==> config.mk <==
export PLATFORM = sky130hd
export DESIGN_NAME = gt_frame_rx
export DESIGN_NICKNAME = d
export VERILOG_FILES = /design/src/rtl/gt_frame_rx.sv
export SDC_FILE = /design/constraint.sdc
export NUM_CORES = 1
export LEC_CHECK = 0
export CORE_MARGIN = 2
export CORE_UTILIZATION = 53
export CTS_BUF_LIST = sky130_fd_sc_hd__clkbuf_2
export DETAILED_ROUTE_END_ITERATION = 8
export PLACE_DENSITY_LB_ADDON = 0.2
export SLEW_MARGIN = 10
export SYNTH_ARGS = -nofsm -noshare
export SYNTH_HDL_FRONTEND = slang
export SYNTH_SLANG_ARGS = --single-unit
==> constraint.sdc <==
create_clock -name core_clk -period 7.65 [get_ports core_clk]
set_clock_uncertainty 0.1 [all_clocks]
set_input_delay 1.1475 -clock core_clk [delete_from_list [all_inputs] [get_ports core_clk]]
set_output_delay 1.1475 -clock core_clk [all_outputs]
set_load 0.03 [all_outputs]
==> src/rtl/gt_frame_rx.sv <==
// Receive-side deframer: finds {MAGIC,LEN} headers in the GT word stream, forwards LEN payload words with tlast, checks the XOR checksum.
// Latency: payload beat at cycle n appears on m_* at n+1; status pulses one cycle after the deciding beat or timeout hit.
// Backpressure: s_tready follows the output register only while forwarding payload; header/checksum/hunt words are always accepted.
module gt_frame_rx #(
    parameter logic [15:0] MAGIC   = 16'hA55A,
    parameter int          MAX_LEN = 256,
    parameter int          TIMEOUT = 1024
) (
    input  logic        core_clk,
    input  logic        reset,
    input  logic [31:0] s_tdata,
    input  logic        s_tvalid,
    output logic        s_tready,
    output logic [31:0] m_tdata,
    output logic        m_tvalid,
    input  logic        m_tready,
    output logic        m_tlast,
    output logic        frame_ok,
    output logic        frame_err,
    output logic [1:0]  err_code,
    output logic [15:0] ok_cnt,
    output logic [15:0] err_cnt,
    output logic [15:0] drop_cnt
);

    localparam logic [1:0] ST_HUNT    = 2'd0;
    localparam logic [1:0] ST_PAYLOAD = 2'd1;
    localparam logic [1:0] ST_CHECK   = 2'd2;

    localparam logic [1:0] ERR_LEN = 2'b01;
    localparam logic [1:0] ERR_SUM = 2'b10;
    localparam logic [1:0] ERR_TMO = 2'b11;

    // The idle counter only needs to reach TIMEOUT-1; the hit is detected on the idle cycle that would make it TIMEOUT.
    localparam int               IW        = $clog2(TIMEOUT);
    localparam logic [IW-1:0]    IDLE_LAST = IW'(TIMEOUT - 1);
    localparam logic [31:0]      MAX_LEN_W = MAX_LEN;

    logic [1:0]    r_state;
    logic [15:0]   r_rem;
    logic [31:0]   r_acc;
    logic [IW-1:0] r_idle;

    logic        w_beat;
    logic [15:0] w_len;
    logic        w_is_magic;
    logic        w_len_ok;
    logic        w_start;
    logic        w_in_frame;
    logic        w_timeout;
    logic        w_ok_evt;
    logic        w_err_evt;
    logic [1:0]  w_err_code;
    logic        w_drop_evt;

    assign w_beat     = s_tvalid & s_tready;
    assign w_len      = s_tdata[15:0];
    assign w_is_magic = (s_tdata[31:16] == MAGIC);
    assign w_len_ok   = (w_len != 16'd0) && ({16'd0, w_len} <= MAX_LEN_W);
    assign w_in_frame = (r_state == ST_PAYLOAD) || (r_state == ST_CHECK);
    assign w_start    = (r_state == ST_HUNT) && w_beat && w_is_magic && w_len_ok;
    // Only truly idle cycles count; a stalled valid word is the downstream's fault, not the link's.
    assign w_timeout  = w_in_frame && !s_tvalid && (r_idle == IDLE_LAST);

    // Input accept: held low in reset, gated by the output register only while payload is flowing.
    always_comb begin
        s_tready = 1'b0;
        if (!reset) begin
            if (r_state == ST_PAYLOAD) s_tready = !m_tvalid || m_tready;
            else                       s_tready = 1'b1;
        end
    end

    // Per-cycle decision: which status event (if any) this cycle produces.
    always_comb begin
        w_ok_evt   = 1'b0;
        w_err_evt  = 1'b0;
        w_err_code = ERR_LEN;
        w_drop_evt = 1'b0;
        if (r_state == ST_HUNT && w_beat) begin
            if (!w_is_magic) begin
                w_drop_evt = 1'b1;
            end else if (!w_len_ok) begin
                w_err_evt  = 1'b1;
                w_err_code = ERR_LEN;
            end
        end else if (r_state == ST_CHECK && w_beat) begin
            if (s_tdata == r_acc) begin
                w_ok_evt = 1'b1;
            end else begin
                w_err_evt  = 1'b1;
                w_err_code = ERR_SUM;
            end
        end else if (w_timeout) begin
            w_err_evt  = 1'b1;
            w_err_code = ERR_TMO;
        end
    end

    // Frame state machine with remaining-count, checksum accumulator and idle timer.
    always_ff @(posedge core_clk) begin
        if (reset) begin
            r_state <= ST_HUNT;
            r_rem   <= 16'd0;
            r_acc   <= 32'd0;
            r_idle  <= '0;
        end else begin
            case (r_state)
                ST_HUNT: begin
                    if (w_start) begin
                        r_state <= ST_PAYLOAD;
                        r_rem   <= w_len;
                        r_acc   <= 32'd0;
                        r_idle  <= '0;
                    end
                end
                ST_PAYLOAD, ST_CHECK: begin
                    if (w_beat) begin
                        r_idle <= '0;
                        if (r_state == ST_PAYLOAD) begin
                            r_acc <= r_acc ^ s_tdata;
                            r_rem <= r_rem - 16'd1;
                            if (r_rem == 16'd1) r_state <= ST_CHECK;
                        end else begin
                            r_state <= ST_HUNT;
                        end
                    end else if (w_timeout) begin
                        r_idle  <= '0;
                        r_state <= ST_HUNT;
                    end else if (!s_tvalid) begin
                        r_idle <= r_idle + IW'(1);
                    end
                end
                default: r_state <= ST_HUNT;
            endcase
        end
    end

    // Output register: loads on payload beats, drains on m_tready regardless of frame state.
    always_ff @(posedge core_clk) begin
        if (reset) begin
            m_tdata  <= 32'd0;
            m_tvalid <= 1'b0;
            m_tlast  <= 1'b0;
        end else if (r_state == ST_PAYLOAD && w_beat) begin
            m_tdata  <= s_tdata;
            m_tvalid <= 1'b1;
            m_tlast  <= (r_rem == 16'd1);
        end else if (m_tready) begin
            m_tvalid <= 1'b0;
            m_tlast  <= 1'b0;
        end
    end

    // Status pulses and sticky error code.
    always_ff @(posedge core_clk) begin
        if (reset) begin
            frame_ok  <= 1'b0;
            frame_err <= 1'b0;
            err_code  <= 2'b00;
        end else begin
            frame_ok  <= w_ok_evt;
            frame_err <= w_err_evt;
            if (w_err_evt) err_code <= w_err_code;
        end
    end

    // Saturating statistics, updated on the same edge that raises the matching pulse.
    always_ff @(posedge core_clk) begin
        if (reset) begin
            ok_cnt   <= 16'd0;
            err_cnt  <= 16'd0;
            drop_cnt <= 16'd0;
        end else begin
            if (w_ok_evt   && ok_cnt   != 16'hFFFF) ok_cnt   <= ok_cnt   + 16'd1;
            if (w_err_evt  && err_cnt  != 16'hFFFF) err_cnt  <= err_cnt  + 16'd1;
            if (w_drop_evt && drop_cnt != 16'hFFFF) drop_cnt <= drop_cnt + 16'd1;
        end
    end

endmodule

; ---- Word-level counts from Yosys, hierarchy flattened
; Cells that the tools add are included.
[classes]
add_sub_neg = 5
mul = 0
div = 0
order_cmp = 1
n_eq_ne = 15
shift = 0
mux = 39
bitwise = 2
reduce_logical = 23
[op_table]
columns = op, n
row1 = 32-bit 2-to-1 mux, 3
row2 = 32-bit case mux with 2 select lines, 1
row3 = 16-bit by 1-bit adder with 16-bit output (second input constant), 3
row4 = 16-bit 2-to-1 mux, 3
row5 = 16-bit inequality test (second input constant), 3
row6 = 10-bit 2-to-1 mux, 4
row7 = 32-bit equality test, 1
row8 = 16-bit case mux with 2 select lines, 1
row9 = 32-bit XOR, 1
row10 = 10-bit case mux with 2 select lines, 1
row11 = 2-bit 2-to-1 mux, 9
row12 = 16-bit by 1-bit equality test with 1-bit output (second input constant), 1
row13 = 16-bit equality test (second input constant), 1
row14 = 16-bit by 9-bit less-or-equal comparator with 1-bit output (second input constant), 1
row15 = 1-bit 2-to-1 mux, 16
row16 = 16-bit nonzero test, 1
row17 = 16-bit by 1-bit subtractor with 16-bit output (second input constant), 1
row18 = 1-bit logical AND, 11
row19 = 10-bit by 1-bit adder with 10-bit output (second input constant), 1
row20 = 10-bit equality test (second input constant), 1
row21 = 4-bit inequality test (second input constant), 2
row22 = 2-bit inequality test (second input constant), 3
row23 = 3-bit AND reduction, 2
row24 = 2-bit case mux with 2 select lines, 1
row25 = other kinds (10), 13
[word_totals]
reg_bits = 146
latchBits = 0
ram_bits = 0
romBits = 0
inputBits = 36
output_inout_bits = 87
n_memories = 0

; ---- Logic depth before layout (Yosys ltp)
; Gate-level depths: netlist of run 1.
[logic_depth]
depth_word = 10
mapped_depth = 12
depth_no_buf = 9

; ---- Worst setup path before layout of run 1
; No wires, ideal clock.
[synth_timing]
kind = input -> register
start = input port s_tdata[23]
end = register r_acc[17]
arrival_time_ps = 2993
t_required_ps = 7418
setup_slack_ps = 4425
stages = 9
path_cell_list = or4b_1 > nor4_2 > nand3_1 > o21a_4 > or2_0 > clkbuf_1 > buf_2 > o21ai_0 > a21oi_1
[synth_between]
elab_chain_len = 5
[synth_lines]
columns = element, line_no
row1 = start: declaration, 11  ; input logic [31:0] s_tdata,
row2 = 16-bit equality test, 58  ; assign w_is_magic = (s_tdata[31:16] == MAGIC);
row3 = 1-bit logical AND (2 in series), 61  ; assign w_start = (r_state == ST_HUNT) && w_beat && w_is_magic && w_len_ok;
row4 = 2-bit inequality test (no source line), --
row5 = 4-bit AND reduction (no source line), --
row6 = end signal: assignment, 121  ; r_acc <= r_acc ^ s_tdata;
row7 = end: declaration, 41  ; logic [31:0] r_acc;
; No other way between the ends.
; A chain may end at the register's enable or synchronous reset.

; ---- Final worst setup path of run 1
[layout_timing]
start = input port m_tready
end = output port s_tready
[layout_between]
elab_chain_len = 3
[layout_lines]
columns = element, line_no
row1 = start: declaration, 16  ; input logic m_tready,
row2 = 1-bit logical OR, 69  ; if (r_state == ST_PAYLOAD) s_tready = !m_tvalid || m_tready;
row3 = 1-bit 2-to-1 mux, 69
row4 = 1-bit 2-to-1 mux, 68  ; if (!reset) begin
row5 = end: declaration, 13  ; output logic s_tready,
; No other way between the ends.

==> impl_metrics.env, run 1 <==
export IMPL_outcome="complete, no violations"
export IMPL_finalNetCount=1043
export IMPL_ys_ff_latch=146
export IMPL_num_rows=42
export IMPL_grt_pass1_wl_mm=29.9
export IMPL_r2r_slack_ns=4.03
export IMPL_insertion_delay_ns=0.76
export IMPL_fill_cells=1176
export IMPL_ioPinCount=123
export IMPL_hold_class="reg -> reg"
export IMPL_cap_violations=0
export IMPL_postSynthCellCount=895
export IMPL_first_pass_iters=6
export IMPL_htreeDepth=4
export IMPL_drv_slew=0
export IMPL_clock_fmax_ghz=0.257
export IMPL_wl_per_cell_um=15.4
export IMPL_ys_types=66
export IMPL_die_y_um=121
export IMPL_hold_viol=0
export IMPL_antenna_found_initial=1
export IMPL_vias=6721
export IMPL_drive_above_1_share=0.0614
export IMPL_synth_cell_area_um2=7240
export IMPL_relSlewSlack=0.339
export IMPL_hold_slack_ns=0.366
export IMPL_cp_data_required_time_ns=6.40
export IMPL_ctsResizeCount=0
export IMPL_worstMarginPinSlew_ns=0.991
export IMPL_avgSynthCellArea_um2=8.09
export IMPL_dieArea_um2=14600
export IMPL_synth_edf_count=0
export IMPL_rsz0062_at_grt="false"
export IMPL_instances_no_fill=1187
export IMPL_ys_flop_type="dfxtp_1"
export IMPL_setup_tns_ns=0
export IMPL_cts_setup_buffers=0
export IMPL_area_delta_synth_final_pct=21.4
export IMPL_viasPerCell=5.66
export IMPL_grt_usage=0.254
export IMPL_grt_pass1_vias=6210
export IMPL_ir_worst_vdd_v=0.000120
export IMPL_start_kind="input pin"
export IMPL_p_leak_uw=0.00298
export IMPL_drtIter0Drc=734
export IMPL_p_per_area_nw_per_um2=162
export IMPL_yosysWarnings=0
export IMPL_cts_root_buf="clkbuf_2"
export IMPL_syn_nets=941
export IMPL_cts_buffers=17
export IMPL_ys_seq_area_frac=0.404
export IMPL_dp_cells=1154
export IMPL_hpwl_mm=12.6
export IMPL_max_clock_path_buffers=2
export IMPL_drc=0
export IMPL_post_route_period_util=0.509
export IMPL_cts_tree="done"
export IMPL_period_needed_ns=3.90
export IMPL_path_clk_slew_ns=0.20
export IMPL_gp_congestion=0.825
export IMPL_dieWidth_um=121
export IMPL_holdBufCountCts=0
export IMPL_grt_max_degree=93
export IMPL_portBuffers=122
export IMPL_start_util=0.545
export IMPL_overflow=0
export IMPL_pre_cts_ws_ns=3.01
export IMPL_clock_sinks=146
export IMPL_critPathKind="in -> out"
export IMPL_drt_total_wl_mm=18.3
export IMPL_async_reset_ff_frac=0
export IMPL_worstSetupEndpointType="primary output"
export IMPL_drtAntennaViolNets=0
export IMPL_setup_ws_ns=3.75
export IMPL_finalSetupViolations=0
export IMPL_core_um2=13300
export IMPL_crit_arrival_ns=2.65
export IMPL_crit_path_max_fanout=3
[critical path, stage by stage]
cell             delay (ns)
clkdlybuf4s50_1        0.43
nor2b_1                0.30
a21oi_1                0.14
clkdlybuf4s50_1        0.63
[report_power, final]
| group | switching, µW | internal (µW) |
|---|---|---|
| registers | 7.80 | 771 |
| clock network | 294 | 179 |
| logic | 110 | 64.5 |
[state kept, by name, summed over array words and instances, names as in the netlist]
register	count
m_tvalid	1
r_state	2
err_code	2
frame_err	1
r_rem	16
drop_cnt	16
r_idle	10
m_tlast	1
ok_cnt	16
frame_ok	1
err_cnt	16
m_tdata	32
r_acc	32
[cell families after synthesis]
group                      share of synthesized area
and+or+nand+nor                                0.283
AOI/OAI and AO/OA                              0.180
DFF                                            0.404
buffers and inverters                         0.0527
xor gates and xnor gates                      0.0472
muxes                                         0.0161
adders and majority gates                     0.0173
[cell usage after synthesis, types with 9 or more instances]
cell type  number  share of area
a21oi_1        83          0.057
and3_1         12          0.010
clkbuf_1       32          0.017
dfxtp_1       146           0.40
ha_1           10          0.017
inv_1          48          0.025
nand2_1       114          0.059
nand2b_1       50          0.043
nand3_1        23          0.016
nand4_1        15          0.013
nor2_1         90          0.047
nor3_1         18          0.012
nor4_1         12          0.010
o2111ai_1       9          0.011
o21a_1         18          0.019
o21ai_0        30          0.021
o32ai_1        29          0.035
or3_1          12          0.010
xnor2_1        26          0.031
xor2_1         13          0.016
[layout by cell type, fill, tap and decap left out, types with 3 or more instances in the layout]
cell / count
a211oi_1: 7
a21oi_1: 83
a22oi_1: 3
and2_1: 4
and3_1: 12
and4_1: 5
buf_4: 8
bufinv_16: 3
clkbuf_2: 17
clkdlybuf4s50_1: 121
clkinv_2: 5
clkinvlp_4: 4
dfxtp_1: 146
ha_1: 10
inv_1: 48
mux2_2: 5
mux2i_1: 6
nand2_1: 114
nand2b_1: 50
nand3_1: 23
nand3b_1: 3
nand4_1: 15
nand4b_1: 3
nor2_1: 90
nor2b_1: 8
nor3_1: 18
nor4_1: 12
nor4b_1: 3
nor4b_4: 3
o2111ai_1: 9
o21a_1: 18
o21ai_0: 30
o22ai_1: 6
o32ai_1: 29
or3_1: 12
xnor2_1: 26
xor2_1: 13
[final timing paths]
path	cells past startpoint	end	from
max reg2reg	11	r_acc[23]	r_state[1]
min	2	m_tdata[3]	m_tdata[3]
max	4	s_tready	m_tready
min reg2reg	2	m_tdata[3]	m_tdata[3]
[layer usage]
| layer | GRT usage | routed length [µm] | up-vias |
|---|---|---|---|
| li1 | - | - | 3345 |
| met1 | 0.327 | 8080 | 3118 |
| met2 | 0.417 | 8740 | 218 |
| met3 | 0.0583 | 1120 | 40 |
| met4 | 0.0930 | 359 | 0 |
| met5 | 0 | 0 | - |
[cell type report]
cell class | count | area (µm²) | area share
Clock buffer | 17 | 85.1 | 0.00968
Inverter | 49 | 184 | 0.0209
Multi-Input combinational cell | 654 | 3940 | 0.448
Clock inverter | 15 | 166 | 0.0189
Sequential cell | 146 | 2920 | 0.332
Tap cell | 176 | 220 | 0.0250
Antenna cell | 1 | 2.50 | 0.000285
Timing Repair Buffer | 129 | 1270 | 0.145
[metrics by stage]
stage                     cell area (µm²)  power (µW)  utilization
final                                8790        1430        0.661
after global routing                 8790        1490        0.661
after CTS                            8790        1430        0.661
after detailed placement             8540         965        0.642
after global placement               8540         964        0.642
after floorplan                      7240         902            -
Power figures use the tool's default switching activity.
==> inputs of run 2 (changes only) <==
--- a/config.mk
+++ b/config.mk
@@ -6,7 +6,7 @@
 export NUM_CORES = 1
 export LEC_CHECK = 0
 export CORE_MARGIN = 2
-export CORE_UTILIZATION = 53
+export CORE_UTILIZATION = 50
 export CTS_BUF_LIST = sky130_fd_sc_hd__clkbuf_2
 export DETAILED_ROUTE_END_ITERATION = 8
 export PLACE_DENSITY_LB_ADDON = 0.2
==> constraint.sdc (replaced) <==
create_clock -name core_clk -period 3.2 [get_ports core_clk]
set_clock_uncertainty 0.1 [all_clocks]
set_input_delay 0.48 -clock core_clk [delete_from_list [all_inputs] [get_ports core_clk]]
set_output_delay 0.48 -clock core_clk [all_outputs]
set_load 0.03 [all_outputs]
==> run 2 against run 1 <==
  * Final area rose by 4.5%
  * Critical path depth stayed put
  * Flip-flop and latch count is the same
  * Sequential power is 140% higher
  * Die area up 5.8%
  * Clock power rose to 2.6 times the previous value
  * Via count up 2.3%
  * Non-clock buffer count increased by 47
  * Combinational power rose to 2.6 times the previous value
  * First-iteration DRC count down 37%
  * Power up 150%
  * Largest cell class unchanged
==> impl_metrics.env, run 2 (synthesis gave the netlist of run 1 again) <==
export IMPL_p_leak_uw=0.00322
export IMPL_gp_congestion=0.857
export IMPL_cts_root_buf="clkbuf_2"
export IMPL_drc=0
export IMPL_finalSetupViolations=0
export IMPL_r2r_slack_ns=0.44
export IMPL_drtAntennaViolNets=0
export IMPL_grt_pass1_vias=6396
export IMPL_period_needed_ns=2.96
export IMPL_clock_fmax_ghz=0.338
export IMPL_mostFrequentLayoutCell="dfxtp_1"
export IMPL_area_delta_synth_final_pct=26.8
export IMPL_drtIter0Drc=465
export IMPL_num_rows=43
export IMPL_dieWidth_um=124
export IMPL_grt_usage=0.246
export IMPL_layout_common_cells="dfxtp_1 (146), clkdlybuf4s50_1 (121), nand2_1 (114), nor2_1 (90), a21oi_1 (83)"
export IMPL_cp_slowest_cell="clkdlybuf4s50_1"
export IMPL_ioPinCount=123
export IMPL_drive_above_1_share=0.102
export IMPL_path_clk_slew_ns=0.22
export IMPL_power_uw=3530
export IMPL_cap_violations=0
export IMPL_reg2reg_from="r_state[1]"
export IMPL_post_route_period_util=0.925
export IMPL_drv_slew=0
export IMPL_post_route_util=0.654
export IMPL_relSlewSlack=0.486
export IMPL_finalNetCount=1090
export IMPL_power_share_sequential=0.528
export IMPL_core_um2=14000
export IMPL_start_kind="register"
export IMPL_cts_setup_buffers=0
export IMPL_hold_class="in -> reg"
export IMPL_instances_no_fill=1237
export IMPL_swShare=0.281
export IMPL_critPathKind="reg -> out"
export IMPL_first_pass_iters=5
export IMPL_cts_buffers=17
export IMPL_htreeDepth=4
export IMPL_dr_wl_met3_um=855
export IMPL_insertion_delay_ns=0.73
export IMPL_intPower_uw=2540
export IMPL_antenna_cells=0
export IMPL_hold_viol=0
export IMPL_crit_chain="inv_1, ha_1, a21oi_1, clkdlybuf4s50_1"
export IMPL_reg_largest_list="m_tdata x32, r_acc x32"
export IMPL_pwr_share_comb=0.129
export IMPL_crit_path_max_fanout=4
export IMPL_overflow=0
export IMPL_grt_pass1_wl_mm=31.7
export IMPL_reg2regPathDepth=8
export IMPL_outcome="complete, no violations"
export IMPL_p_per_area_nw_per_um2=384
export IMPL_hpwl_mm=13.5
export IMPL_clockPowerShare=0.343
export IMPL_cts_tree="done"
export IMPL_grt_max_degree=75
export IMPL_p_sw_uw=992
export IMPL_routed_wl_met2_mm=9.21
export IMPL_antenna_found_initial=0
export IMPL_hold_path_endpoint="m_tdata[9]"
export IMPL_wl_per_cell_um=15.4
export IMPL_dp_cells=1204
export IMPL_critPathLaunch="r_state[1]"
export IMPL_path_buf_inv=2
export IMPL_clock_sinks=146
export IMPL_worstMarginPinSlew_ns=0.771
export IMPL_cpPeakStageDelay_ns=0.69
export IMPL_highest_layer="met4"
export IMPL_portBuffers=122
export IMPL_path_delay_family="buffers and inverters"
export IMPL_ir_worst_vdd_v=0.000259
export IMPL_drt_total_wl_mm=19.1
export IMPL_dieArea_um2=15500
export IMPL_cp_data_required_time_ns=2.62
export IMPL_wl_met1_mm=8.73
export IMPL_start_util=0.516
export IMPL_max_clock_path_buffers=2
export IMPL_viasPerCell=5.56
export IMPL_vias=6877
export IMPL_hp_start="s_tdata[9]"
export IMPL_rr_endpoint="drop_cnt[7]"
export IMPL_hold_path_depth=3
export IMPL_crit_arrival_ns=2.38
export IMPL_rsz0062_at_grt="false"
export IMPL_die_y_um=124
export IMPL_worstSetupEndpointType="primary output"
run 2: cell types whose count changed in the layout (fill, tap and decap cells not counted), sizes merged:
| cell | delta |
|---|---|
| clkinvlp | -1 |
| buf | +46 |
| bufinv | +1 |
| inv | +1 |
| diode | -1 |
| clkinv | -1 |
| dlygate4sd3 | +1 |
run 2: repair_timing:
action                                 CTS  global route
hold buffers                             1             0
gates resized for setup                  0             0
endpoints found under the hold margin    9             0
run 2: stage by stage:
| step | setup slack [ns] | setup TNS (ns) | cell area (µm²) | hold WS (ns) |
|---|---|---|---|---|
| global route | 0.0706 | 0 | 9180 | 0.202 |
| finish | 0.241 | 0 | 9180 | 0.269 |
| floorplan | 0.635 | 0 | 7240 | 0.348 |
| detailed placement | -0.116 | -2.29 | 8900 | 0.347 |
| CTS | 0.174 | 0 | 9180 | 0.197 |
| global placement | -0.0599 | -0.262 | 8900 | 0.342 |
run 2: worst max path at each step:
stage | to | slack (ns) | cells past startpoint
after global routing | s_tready | 0.07 | 4
after floorplan | err_cnt[1] | 0.63 | 10
after global placement | r_rem[8] | -0.06 | 9
after detailed placement | r_acc[20] | -0.12 | 10
final | s_tready | 0.24 | 4
after CTS | s_tready | 0.17 | 4
run 2: routing by layer:
layer  vias up  track usage
li1       3440            -
met1      3235        0.320
met2       181        0.417
met3        21       0.0546
met4         0       0.0595
met5         -            0
run 2: worst reg2reg max path: cells and delay by family, from the launching register on:
kind / cells / cell delay (ns)
AOI/OAI and AO/OA: 3 / 0.76
adders and majority gates: 1 / 0.26
buffers and inverters: 1 / 0.09
DFF: 1 / 0.44
and+or+nand+nor: 3 / 1.07
run 2: final cells by class:
cell class | instances | area, µm²
multi-input cells | 654 | 3940
flip-flops and latches | 146 | 2920
repair buffers | 176 | 1640
fillers | 1238 | 4860
clock inverters | 15 | 189
well taps | 180 | 225
clock buffers | 17 | 85.1
inverters | 49 | 184
run 2: power by group through the flow:
stage | clock network, µW | logic, µW | registers [µW]
after CTS | 1230 | 454 | 1860
after global routing | 1320 | 504 | 1870
after floorplan | 0 | 250 | 1910
after detailed placement | 0 | 450 | 1900
after global placement | 0 | 445 | 1900
final | 1210 | 455 | 1860
